[src/rtl/muldiv_ctrl.sv]
// muldiv_ctrl -- iterative multiply/divide sequencer and HI/LO register file
// for the MIPS integer pipeline (EX stage, beside the main ALU).
//
// Runs MULT/MULTU (32-step shift-add) and DIV/DIVU (32-step restoring
// divide) on operand magnitudes, then applies a sign fix-up and commits
// the 64-bit result to HI/LO on the edge leaving DONE. Also services
// MTHI/MTLO and exposes HI/LO for MFHI/MFLO.
//
// Optional build macro: MULDIV_FAST_MUL_EN
//   defined     -> MULT/MULTU use the synthesis multiplier in one cycle
//                  (IDLE -> DONE, stall high for 2 cycles).
//   not defined -> multiply uses the 32-cycle iterative path.
//
// Ports:
//   clk      in   system clock, rising edge
//   rst      in   asynchronous active-high reset
//   start    in   issue request, sampled only in IDLE
//   op       in   00 MULT, 01 MULTU, 10 DIV, 11 DIVU
//   src_a    in   rs operand (multiplicand / dividend), also MTHI/MTLO data
//   src_b    in   rt operand (multiplier / divisor)
//   flush    in   abort the operation in flight, no HI/LO write
//   mthi_we  in   write src_a to HI (IDLE only)
//   mtlo_we  in   write src_a to LO (IDLE only)
//   stall    out  start | (state != IDLE), combinational
//   busy     out  state != IDLE, registered
//   done     out  one-cycle pulse in DONE
//   hi       out  HI register
//   lo       out  LO register

module muldiv_ctrl #(
    parameter int WIDTH = 32
) (
    input  logic             clk,
    input  logic             rst,
    input  logic             start,
    input  logic [1:0]       op,
    input  logic [WIDTH-1:0] src_a,
    input  logic [WIDTH-1:0] src_b,
    input  logic             flush,
    input  logic             mthi_we,
    input  logic             mtlo_we,
    output logic             stall,
    output logic             busy,
    output logic             done,
    output logic [WIDTH-1:0] hi,
    output logic [WIDTH-1:0] lo
);

    localparam int W2 = 2 * WIDTH;

    typedef enum logic [1:0] {
        IDLE = 2'd0,
        CALC = 2'd1,
        DONE = 2'd2
    } state_t;

    state_t state, state_nx;

    // Latched operation context
    logic             op_div;    // 1: divide, 0: multiply
    logic             sign_q;    // negate product / quotient at fix-up
    logic             sign_r;    // negate remainder (sign of dividend)
    logic             div_zero;  // divide by zero: skip the HI/LO write
    logic [5:0]       cnt;
    logic [WIDTH-1:0] mag_b;     // multiplicand / divisor magnitude

    // Shared working register.
    //   multiply: {partial product high, multiplier bits not yet consumed}
    //   divide:   {partial remainder, dividend bits shifting into quotient}
    logic [W2-1:0]    acc;

    // ------------------------------------------------------------------
    // Operand magnitudes (raw for unsigned ops)
    // ------------------------------------------------------------------
    logic             a_neg, b_neg;
    logic [WIDTH-1:0] a_mag, b_mag;
    logic             b_zero;

    assign a_neg  = ~op[0] & src_a[WIDTH-1];
    assign b_neg  = ~op[0] & src_b[WIDTH-1];
    assign a_mag  = a_neg ? (~src_a + 1'b1) : src_a;
    assign b_mag  = b_neg ? (~src_b + 1'b1) : src_b;
    assign b_zero = (src_b == '0);

`ifdef MULDIV_FAST_MUL_EN
    logic [W2-1:0] fast_a, fast_b, fast_prod;
    assign fast_a    = {{WIDTH{1'b0}}, a_mag};
    assign fast_b    = {{WIDTH{1'b0}}, b_mag};
    assign fast_prod = fast_a * fast_b;
`endif

    // ------------------------------------------------------------------
    // One iteration of each algorithm
    // ------------------------------------------------------------------
    // Shift-add: add multiplicand into the high half when the current
    // multiplier LSB is set, then shift the whole 65-bit value right.
    logic [WIDTH:0]   mul_sum;
    logic [W2-1:0]    mul_nx;

    assign mul_sum = {1'b0, acc[W2-1:WIDTH]} + (acc[0] ? {1'b0, mag_b} : '0);
    assign mul_nx  = {mul_sum, acc[WIDTH-1:1]};

    // Restoring divide: shift next dividend bit into the remainder and
    // try a subtract; a clear borrow bit means the quotient bit is 1.
    // The shifted remainder needs 33 bits since it may reach 2*divisor-1.
    logic [WIDTH:0]   div_sh, div_diff;
    logic             div_ok;
    logic [W2-1:0]    div_nx;

    assign div_sh   = acc[W2-1:WIDTH-1];
    assign div_diff = div_sh - {1'b0, mag_b};
    assign div_ok   = ~div_diff[WIDTH];
    assign div_nx   = div_ok ? {div_diff[WIDTH-1:0], acc[WIDTH-2:0], 1'b1}
                             : {div_sh[WIDTH-1:0],   acc[WIDTH-2:0], 1'b0};

    // ------------------------------------------------------------------
    // Sign fix-up applied in DONE
    // ------------------------------------------------------------------
    logic [WIDTH-1:0] res_hi, res_lo;
    logic [W2-1:0]    prod_fix;

    assign prod_fix = sign_q ? (~acc + 1'b1) : acc;

    always_comb begin
        res_hi = prod_fix[W2-1:WIDTH];
        res_lo = prod_fix[WIDTH-1:0];
        if (op_div) begin
            // Most-negative / -1 wraps back to most-negative, no trap.
            res_lo = sign_q ? (~acc[WIDTH-1:0] + 1'b1) : acc[WIDTH-1:0];
            res_hi = sign_r ? (~acc[W2-1:WIDTH] + 1'b1) : acc[W2-1:WIDTH];
        end
    end

    // ------------------------------------------------------------------
    // FSM
    // ------------------------------------------------------------------
    always_ff @(posedge clk or posedge rst) begin
        if (rst) state <= IDLE;
        else     state <= state_nx;
    end

    always_comb begin
        state_nx = state;
        stall    = start | (state != IDLE);
        done     = 1'b0;
        case (state)
            IDLE: begin
                if (start && !flush) begin
                    if (op[1] && b_zero)
                        state_nx = DONE;
`ifdef MULDIV_FAST_MUL_EN
                    else if (!op[1])
                        state_nx = DONE;
`endif
                    else
                        state_nx = CALC;
                end
            end
            CALC: begin
                if (flush)            state_nx = IDLE;
                else if (cnt == 6'd31) state_nx = DONE;
            end
            DONE: begin
                state_nx = IDLE;
                done     = ~flush;
            end
            default: state_nx = IDLE;
        endcase
    end

    always_ff @(posedge clk or posedge rst) begin
        if (rst) busy <= 1'b0;
        else     busy <= (state_nx != IDLE);
    end

    // ------------------------------------------------------------------
    // Datapath
    // ------------------------------------------------------------------
    always_ff @(posedge clk or posedge rst) begin
        if (rst) begin
            op_div   <= 1'b0;
            sign_q   <= 1'b0;
            sign_r   <= 1'b0;
            div_zero <= 1'b0;
            cnt      <= '0;
            mag_b    <= '0;
            acc      <= '0;
        end else begin
            case (state)
                IDLE: begin
                    if (start && !flush) begin
                        op_div   <= op[1];
                        sign_q   <= a_neg ^ b_neg;
                        sign_r   <= a_neg;
                        div_zero <= op[1] & b_zero;
                        cnt      <= '0;
                        mag_b    <= b_mag;
                        // Same seed for both loops: src_a magnitude in the
                        // low half is the multiplier / the dividend.
                        acc      <= {{WIDTH{1'b0}}, a_mag};
`ifdef MULDIV_FAST_MUL_EN
                        if (!op[1]) acc <= fast_prod;
`endif
                    end
                end
                CALC: begin
                    cnt <= cnt + 6'd1;
                    acc <= op_div ? div_nx : mul_nx;
                end
                default: ;
            endcase
        end
    end

    // ------------------------------------------------------------------
    // HI/LO register file
    // ------------------------------------------------------------------
    logic result_we;
    assign result_we = (state == DONE) & ~flush & ~div_zero;

    always_ff @(posedge clk or posedge rst) begin
        if (rst) begin
            hi <= '0;
            lo <= '0;
        end else if (result_we) begin
            hi <= res_hi;
            lo <= res_lo;
        end else if (state == IDLE && !flush) begin
            // A move issued alongside start lands now; the operation's
            // result overwrites it later.
            if (mthi_we) hi <= src_a;
            if (mtlo_we) lo <= src_a;
        end
    end

endmodule

[config.mk]
export PLATFORM = sky130hd
export DESIGN_NAME = muldiv_ctrl
export DESIGN_NICKNAME = d
export VERILOG_FILES = /design/src/rtl/muldiv_ctrl.sv
export SDC_FILE = /design/constraint.sdc
export NUM_CORES = 1
export LEC_CHECK = 0
export ABC_AREA = 1
export CORE_MARGIN = 2
export CORE_UTILIZATION = 35
export CTS_CLUSTER_SIZE = 24
export DETAILED_ROUTE_END_ITERATION = 8
export DONT_BUFFER_PORTS = 1
export SLEW_MARGIN = 30
export SYNTH_ARGS = -nofsm -noshare
export SYNTH_HDL_FRONTEND = slang
export SYNTH_SLANG_ARGS = --single-unit
[constraint.sdc]
create_clock -name clk -period 6.2 [get_ports clk]
set_input_delay 0.93 -clock clk [delete_from_list [all_inputs] [get_ports clk]]
set_output_delay 0.93 -clock clk [all_outputs]
set_load 0.03 [all_outputs]
==> results.tsv, run 1 <==
stage	metric	value	unit
timing	Final Worst Setup Slack	2.57	ns
synth	XOR/XNOR share of the synthesized area	2.06	%
clock_tree	post-cts resize count	0	
synth	Avg Cell Area, Syn	5.88	um^2
placed_design	PortBufs	0	
final_layout	layout net count	2976	
timing	Slew @ Worst Pin	0.916	ns
final_layout	layout cells sized above 1	3.65	%
setup_path	CP arrival	3.99	ns
synth	Mapped Area	0.0170	mm^2
synth	Adder-Cell Fraction of Synth Area	5.32	%
synth	share of the yosys chip area belonging to registers	25.5	%
timing	FMAX	275	MHz
synth	mux contribution to synthesized area	0	%
synth	compound-cell area share of the yosys netlist	17.0	%
synth	EDFF count, synth	0	
clock_tree	total CTS buffers	17	
synth	syn_nets	3031	
synth	Simple-Gate Fraction of Synth Area	38.2	%
die	initial core utilization	35.5	%
timing	Hold WS	0.407	ns
final_layout	Finished Core Util	37.9	%
timing	RSZ-0062 raised after global routing	false	
placed_design	detailed-placement wirelength estimate	55.4	mm
placed_design	placed inst area	0.0175	mm^2
detailed_routing	wire length per cell	20.4	um
synth	#FFs+latches synth	173	
synth	FFs w/ async S/R, synth	100	%
setup_path	CP required	6.56	ns
power_and_ir_drop	total leakage power	9.38	nW
grt	initial antenna violation count	1	
final_layout	Inserted Diodes	0	
final_layout	Fill cells	5323	
synth	Main synth FF type	dfrtp_1	
die	Core Region	0.0478	mm^2
synth	warning count from the yosys run	0	
die	die height	224	um
final_layout	P&R area growth vs syn	6.82	%
detailed_routing	DR vias/cell	5.57	
setup_path	worst reg2reg path endpoint	hi[19]	
grt	total grt overflow	0	
hold_path	Worst Hold Class	input port to asynchronous set/reset pin	
setup_path	critical path's largest stage delay	0.99	ns
setup_path	worst r2r path cells	10	
grt	pin count of the biggest net entering global routing	89	
setup_path	Critical Path Start	sign_q	
clock_tree	clk buf depth	2	
detailed_routing	DRT Wirelength	70.7	mm
clock_tree	CTS Sinks	173	
timing	min Tclk post-route	3.63	ns
setup_path	CP max FO	46	
timing	Final Hold Fails	0	
final_layout	final non-filler cell area	0.0181	mm^2
run	MaxCap Viol Count	0	
clock_tree	root buffer cell	clkbuf_16	
grt	first-pass GRT wire length	110	mm
final_layout	footprint of the multi-input gates	0.0106	mm^2
setup_path	Worst Setup EP	hi[19]	
grt	total track usage	28.4	%
timing	fin. max-slew vios	0	
final_layout	post-route insts no fill	3461	
grt	number of global-route vias before repair	18400	
detailed_routing	DR iter-0 viols	2006	
clock_tree	clk_lat worst skew	0.49	ns
die	num ports	139	
setup_path	startpoint types	flop	
clock_tree	setup repair bufs after CTS	0	
clock_tree	Clock H-tree levels	4	
status	outcome	completed	
timing	Worst slew margin	38.7	%
clock_tree	clock edge transition at the registers on the reported setup and hold paths	0.08	ns
detailed_routing	Vias	19300	
timing	Finish-stage setup viols	0	
setup_path	CP max stage cell	nor2_1	
synth	post-synth cell types	46	
final_layout	FF+latch area	0.00433	mm^2
setup_path	Crit Reg-Reg Startpoint	sign_q	
setup_path	critical setup path kind	flop to flop	
die	DIE AREA	0.0503	mm^2
die	Die X	224	um
power_and_ir_drop	peak supply drop	0.230	mV
setup_path	Register-to-Register Setup Slack	2.57	ns
placed_design	GPL Wtd Cong	0.968	
detailed_routing	DRC	0	
synth	largest family of logic cells by synthesized area	simple AND/OR/NAND/NOR gates	
die	Placement Rows	80	
setup_path	CP cell instances	buf_4 > clkinv_1 > nor2_1 > nor2_1 > inv_1 > a21oi_1 > o211ai_1 > a21oi_1 > o21ai_0 > nand2_1	
setup_path	CP Capture Type	flop	
detailed_routing	DR pass1 iterations	6	
power_and_ir_drop	Power per Cell Area	451	mW/mm^2
placed_design	number of placed instances, taps included	3429	
clock_tree	CTS tree	done	
timing	period utilisation layout	58.6	%
power_and_ir_drop	power consumption	8.17	mW
timing	Sum Neg Setup Slack	0	ns
timing	final setup skew	0.0208	ns
clock_tree	Post-CTS Hold Fix Bufs	0	
detailed_routing	antenna viol nets, final	0	
placed_design	Place WS	2.71	ns
synth	Post-Synthesis Cells	2888	
[layout by cell type, fill, tap and decap left out, drive strengths merged, types with 13 or more instances in the layout]
cell	n
nand4	26
nand3	262
xnor2	16
nand2	885
clkbuf	18
inv	428
buf	19
a22oi	14
xor2	24
nor2	311
a21oi	183
o221ai	14
o21ai	235
a31oi	44
nor3	39
ha	69
nand3b	13
dfrtp	173
[registers in the layout, indices dropped and copies added, names as in the netlist]
register and count:
acc 64, busy 1, cnt 6, div_zero 1
hi 32, lo 32, mag_b 32, op_div 1
sign_q 1, sign_r 1, state 2
[power by group]
| part | internal, mW | switching [mW] | total, mW |
|---|---|---|---|
| logic | 1.47 | 3.29 | 4.75 |
| registers | 1.42 | 0.798 | 2.22 |
| clock network | 0.652 | 0.547 | 1.20 |
[worst min-delay path by stage]
stage	startpoint	endpoint	slack (ns)	cells past startpoint
5_1_grt	rst	acc[36]	0.46	1
3_3_place_gp	cnt[5]	state[1]	0.47	1
3_5_place_dp	cnt[5]	state[1]	0.50	1
4_1_cts	rst	acc[36]	0.44	1
6_report	rst	mag_b[1]	0.41	1
2_1_floorplan	cnt[5]	state[1]	0.45	1
[routing by layer]
layer / vias up / global-route usage [%] / part of all wire, %
li1: 9229 / - / -
met1: 9101 / 39.3 / 45
met2: 836 / 44.1 / 43
met3: 117 / 5.85 / 8.1
met4: 2 / 9.04 / 3.1
met5: - / 0 / 0.018
[Yosys cell counts (all sizes together), types with 7 or more instances]
cell type	number	area [um^2]
ha	69	863
a21oi	183	920
nor2	311	1210
a31oi	44	275
clkbuf	66	248
nand3	262	1310
nand4	26	163
inv	422	1580
nand3b	13	97.6
xor2	24	210
a22oi	14	105
o211ai	11	82.6
o21ai	235	1180
nand2	885	3350
o21bai	12	90.1
xnor2	16	140
buf	27	166
o221ai	14	123
nor4	7	43.8
dfrtp	173	4330
nor3	39	215
or2	8	50.1
[final cells by class]
type,instances,share of cell area [%]
Tap cell,615,4.25
Sequential cell,173,23.9
Clock buffer,18,2.42
Multi-Input combinational cell,2194,58.7
Inverter,428,8.93
Clock inverter,14,0.980
Timing Repair Buffer,19,0.787
[worst max-delay path: cells and delay by family, from the launching register on]
| family | cells | cell delay (ns) |
|---|---|---|
| simple gates | 3 | 1.26 |
| compound gates | 4 | 0.42 |
| buf+inv | 3 | 1.46 |
| flops | 1 | 0.33 |
[kinds of logic (layout without fill, tap and decap cells)]
| logic type | after synthesis | in the layout |
|---|---|---|
| simple gates | 1555 | 1555 |
| compound gates | 528 | 528 |
| buf+inv | 521 | 479 |
| flops | 173 | 173 |
| fa+ha+maj | 71 | 71 |
| xor+xnor | 40 | 40 |
Note: power is estimated with default switching activity, not from simulation.
==> run 2, diff against run 1 <==
Settings changed: ABC_AREA 1 to 0.
Clock period 6.2 ns to 3.75 ns, I/O delays scaled along.
==> results.tsv, run 2 <==
stage	metric	value	unit
hold_path	Worst Hold Class	input port to asynchronous set/reset pin	
timing	min Tclk post-route	3.58	ns
die	initial core utilization	35.3	%
synth	warning count from the yosys run	0	
clock_tree	Clock H-tree levels	4	
clock_tree	Post-CTS Hold Fix Bufs	0	
final_layout	Inserted Diodes	0	
setup_path	CP arrival	3.93	ns
die	Placement Rows	74	
synth	#FFs+latches synth	173	
timing	FMAX	280	MHz
die	Die X	206	um
setup_path	CP required	4.10	ns
final_layout	Top reg by flops	acc	
timing	fin. max-slew vios	0	
clock_tree	clock edge transition at the registers on the reported setup and hold paths	0.08	ns
die	DIE AREA	0.0426	mm^2
timing	Final Hold Fails	0	
final_layout	commonest cells after routing, fill and taps aside	nand2_1, o21ai_0, dfrtp_1, a21oi_1, xnor2_1	
grt	pin count of the biggest net entering global routing	71	
detailed_routing	antenna viol nets, final	0	
power_and_ir_drop	total leakage power	6.55	nW
synth	EDFF count, synth	0	
timing	Worst slew margin	38.7	%
die	Core Region	0.0406	mm^2
timing	RSZ-0062 raised after global routing	false	
synth	post-synth cell types	80	
synth	FFs w/ async S/R, synth	100	%
synth	Avg Cell Area, Syn	8.12	um^2
timing	Sum Neg Setup Slack	0	ns
final_layout	layout cells sized above 1	8.83	%
synth	biggest area consumer among synthesized cells	dfrtp_1	
grt	number of global-route vias before repair	12800	
grt	first-pass GRT wire length	72.7	mm
synth	Main synth FF type	dfrtp_1	
grt	total track usage	21.9	%
setup_path	critical setup path kind	flop to flop	
detailed_routing	DRT Wirelength	46.1	mm
run	MaxCap Viol Count	0	
setup_path	CP Capture Type	flop	
detailed_routing	Vias	13200	
status	outcome	completed	
synth	share of the yosys chip area belonging to registers	30.2	%
synth	most common cell in the netlist	nand2_1	
clock_tree	CTS Sinks	173	
detailed_routing	DRC	0	
synth	syn_nets	1911	
timing	period utilisation layout	95.4	%
detailed_routing	DR pass1 iterations	5	
clock_tree	root buffer cell	clkbuf_16	
die	num ports	139	
timing	Finish-stage setup viols	0	
final_layout	most common cell after layout, fill and taps aside	nand2_1	
clock_tree	CTS tree	done	
clock_tree	clk buf depth	2	
die	die height	206	um
synth	synth top area cells	dfrtp_1, mux2i_1, xnor2_1	
detailed_routing	DR iter-0 viols	1242	
power_and_ir_drop	peak supply drop	0.320	mV
setup_path	startpoint types	flop	
timing	final setup skew	0.0138	ns
clock_tree	clk_lat worst skew	0.47	ns
setup_path	CP max FO	20	
placed_design	Place WS	0.242	ns
grt	total grt overflow	0	
timing	Final Worst Setup Slack	0.172	ns
final_layout	layout net count	1920	
placed_design	detailed-placement wirelength estimate	35.1	mm
setup_path	Register-to-Register Setup Slack	0.17	ns
synth	Synth top area share	30.2	%
final_layout	P&R area growth vs syn	11.5	%
final_layout	max reg flops	64	
placed_design	GPL Wtd Cong	0.974	
synth	Mapped Area	0.0144	mm^2
clock_tree	total CTS buffers	17	
placed_design	PortBufs	0	
power_and_ir_drop	Power per Cell Area	751	mW/mm^2
timing	Slew @ Worst Pin	0.918	ns
detailed_routing	wire length per cell	19.9	um
grt	initial antenna violation count	0	
detailed_routing	DR vias/cell	5.69	
synth	Synth top cells by count	nand2_1, o21ai_0, dfrtp_1	
synth	Post-Synthesis Cells	1768	
-- run 2: layer usage --
metal	track usage (%)	up-vias	wire length [um]
met1	29.8	6313	20800
met4	6.30	0	965
met2	35.2	442	21100
met3	4.24	61	3290
met5	0	-	0
li1	-	6398	-
-- run 2: metrics by stage --
step	instances	util [%]	hold WS (ns)	power, mW	area (um^2)
floorplan	1768	-	0.446	8.02	14400
global placement	2290	37.9	0.463	9.98	15400
detailed placement	2290	37.9	0.470	10.1	15400
CTS	2322	39.3	0.140	12.0	16000
global route	2322	39.4	0.157	12.9	16000
finish	2322	39.4	0.128	12.0	16000
-- run 2: worst paths after layout --
kind                                 from   endpoint  cells past startpoint
worst max-delay path               acc[0]    acc[60]                     15
worst min-delay path                  rst     acc[2]                      1
worst max register to register     acc[0]    acc[60]                     15
worst min register to register  mag_b[10]  mag_b[10]                      2
max in group asynchronous             rst     lo[24]                      2
min in group clk                    op[0]     sign_q                      1
-- run 2: cell type report --
type	instances	area [um^2]
Sequential cell	173	4330
Clock inverter	15	174
Inverter	59	225
Fill cell	4172	24600
Clock buffer	17	425
Multi-Input combinational cell	1437	9450
Timing Repair Buffer	89	731
Tap cell	532	666
-- run 2: what timing repair did --
action | CTS | global route
endpoints found under the setup margin | 0 | 3
resized for setup | 0 | 2
buffers inserted | 0 | 0
-- run 2: cells by family after synthesis --
family                   count (synthesis)  share of synthesized area, %
XOR/XNOR                               164                          10.0
multiplexers                           108                          7.54
buffers and inverters                  158                          4.23
AO/OA/AOI/OAI                          548                          23.3
flip-flops                             173                          30.2
AND/OR/NAND/NOR                        546                          18.4
adder cells (fa/ha/maj)                 71                          6.30
-- run 2: worst max-delay path: stages (launching register included) --
cell	delay (ns)
dfrtp_1	0.42
inv_1	0.11
buf_12	0.16
nor2_1	0.06
ha_1	0.34
buf_4	0.15
nand2_1	0.04
o31ai_1	0.30
a31oi_1	0.18
a211oi_1	0.32
a211oi_1	0.09
buf_4	0.16
o31ai_1	0.52
nor2_1	0.11
xnor2_1	0.19
a211o_1	0.31
-- run 2: where the power goes --
group	internal [mW]	total (mW)	switching [mW]
clock	0.954	1.88	0.928
combinational	2.89	6.72	3.82
sequential	2.38	3.42	1.04
==> run 3, diff against run 2 <==
Settings changed: CORE_MARGIN 2 to 3.
==> results.tsv, run 3 (synthesized netlist as in run 2, its figures left out) <==
stage	metric	value	unit
grt	total grt overflow	0	
timing	Finish-stage setup viols	0	
grt	total track usage	20.6	%
detailed_routing	wire length per cell	19.8	um
run	MaxCap Viol Count	0	
timing	RSZ-0062 raised after global routing	false	
grt	number of global-route vias before repair	12600	
final_layout	P&R area growth vs syn	10.7	%
setup_path	CP max stage cell	dfrtp_1	
timing	Sum Neg Setup Slack	0	ns
setup_path	worst reg2reg path endpoint	acc[60]	
setup_path	CP arrival	3.92	ns
detailed_routing	DR iter-0 viols	1244	
die	Placement Rows	73	
clock_tree	total CTS buffers	17	
hold_path	Worst Hold Class	input port to flop	
clock_tree	clk buf depth	2	
clock_tree	Clock H-tree levels	4	
clock_tree	clk_lat worst skew	0.47	ns
hold_path	worst hold path depth	1	
timing	min Tclk post-route	3.56	ns
die	initial core utilization	35.8	%
grt	initial antenna violation count	0	
final_layout	layout net count	1905	
placed_design	GPL Wtd Cong	0.989	
timing	fin. max-slew vios	0	
placed_design	PortBufs	0	
detailed_routing	antenna viol nets, final	0	
timing	final setup skew	0.0186	ns
detailed_routing	DRC	0	
setup_path	CP required	4.10	ns
die	num ports	139	
setup_path	CP max FO	20	
placed_design	detailed-placement wirelength estimate	34.4	mm
setup_path	CP cell instances	inv_1 > buf_12 > buf_4 > nor2_1 > ha_1 > and4_1 > nand3_1 > a211oi_1 > a211oi_2 > o31ai_1 > nor2_1 > xnor2_1 > a211o_1	
timing	period utilisation layout	95.1	%
status	outcome	completed	
timing	Final Hold Fails	0	
grt	pin count of the biggest net entering global routing	129	
power_and_ir_drop	total leakage power	6.47	nW
detailed_routing	DRT Wirelength	45.4	mm
final_layout	max reg flops	64	
die	Die X	208	um
setup_path	most used cell, CP	nor2_1	
detailed_routing	Vias	13300	
placed_design	placed inst area	0.0153	mm^2
power_and_ir_drop	peak supply drop	0.327	mV
clock_tree	root buffer cell	clkbuf_16	
hold_path	Endpoint, Worst Hold	sign_q	
die	DIE AREA	0.0435	mm^2
setup_path	Crit Reg-Reg Startpoint	acc[0]	
clock_tree	clock edge transition at the registers on the reported setup and hold paths	0.08	ns
setup_path	critical setup path kind	flop to flop	
clock_tree	CTS tree	done	
timing	Slew @ Worst Pin	0.807	ns
die	Core Region	0.0401	mm^2
setup_path	Register-to-Register Setup Slack	0.19	ns
final_layout	layout cells sized above 1	8.17	%
final_layout	Top reg by flops	acc	
clock_tree	CTS Sinks	173	
power_and_ir_drop	power consumption	12.1	mW
setup_path	startpoint types	flop	
timing	Worst slew margin	46.2	%
detailed_routing	DR pass1 iterations	5	
final_layout	commonest cells after routing, fill and taps aside	nand2_1, o21ai_0, dfrtp_1, a21oi_1, xnor2_1	
setup_path	critical path's largest stage delay	0.46	ns
die	die height	208	um
timing	FMAX	281	MHz
power_and_ir_drop	Power per Cell Area	759	mW/mm^2
grt	first-pass GRT wire length	71.8	mm
setup_path	worst r2r path cells	13	
final_layout	Inserted Diodes	0	
hold_path	hold_sp	op[0]	
detailed_routing	DR vias/cell	5.78	
setup_path	CP Capture Type	flop	
final_layout	final non-filler cell area	0.0159	mm^2
final_layout	most common cell after layout, fill and taps aside	nand2_1	
## run 3: timing repair
item / CTS / global route
gates resized for setup: 0 / 3
setup endpoints to repair: 0 / 2
hold buffers: 1 / 0
buffers inserted: 0 / 0
endpoints found under the hold margin: 7 / 0
## run 3: worst max path at each step
stage / end / startpoint
3_5_place_dp: acc[62] / acc[0]
2_1_floorplan: acc[35] / acc[31]
5_1_grt: acc[60] / acc[0]
4_1_cts: acc[62] / acc[0]
6_report: acc[60] / acc[0]
3_3_place_gp: acc[62] / acc[0]
## run 3: critical path: cells and delay by family (launching register included)
family	cells	cell delay [ns]
AO/OA/AOI/OAI	4	1.27
adder cells (fa/ha/maj)	1	0.41
buffers and inverters	3	0.50
AND/OR/NAND/NOR	4	0.63
flip-flops	1	0.46
XOR/XNOR	1	0.18
## run 3: where the power goes
group / internal, mW / switching [mW] / leakage [nW]
Combinational: 2.89 / 3.91 / 4.06
Clock: 0.885 / 0.926 / 0.285
Sequential: 2.38 / 1.06 / 2.13
Total: 6.16 / 5.90 / 6.47
## run 3: routing by layer
| layer | up-vias | global-route usage [%] | part of all wire, % |
|---|---|---|---|
| li1 | 6383 | - | - |
| met4 | 0 | 5.56 | 2.0 |
| met2 | 489 | 33.0 | 45 |
| met5 | - | 0 | 0 |
| met3 | 65 | 3.71 | 6.9 |
| met1 | 6355 | 28.5 | 46 |
## run 3: area by class of cell
type,count,area (um^2)
clock inverters,15,146
repair buffers,74,633
inverters,59,225
multi-input cells,1437,9460
flip-flops and latches,173,4330
fillers,4107,24200
well taps,525,657
clock buffers,17,425
## run 3: per-stage QoR
step,std cells,util (%),hold WS (ns),setup slack [ns]
floorplan,1768,-,0.446,0.147
global placement,2267,38.1,0.462,0.249
detailed placement,2267,38.1,0.471,0.193
CTS,2300,39.6,0.167,0.175
global route,2300,39.6,0.176,0.0135
finish,2300,39.6,0.177,0.185
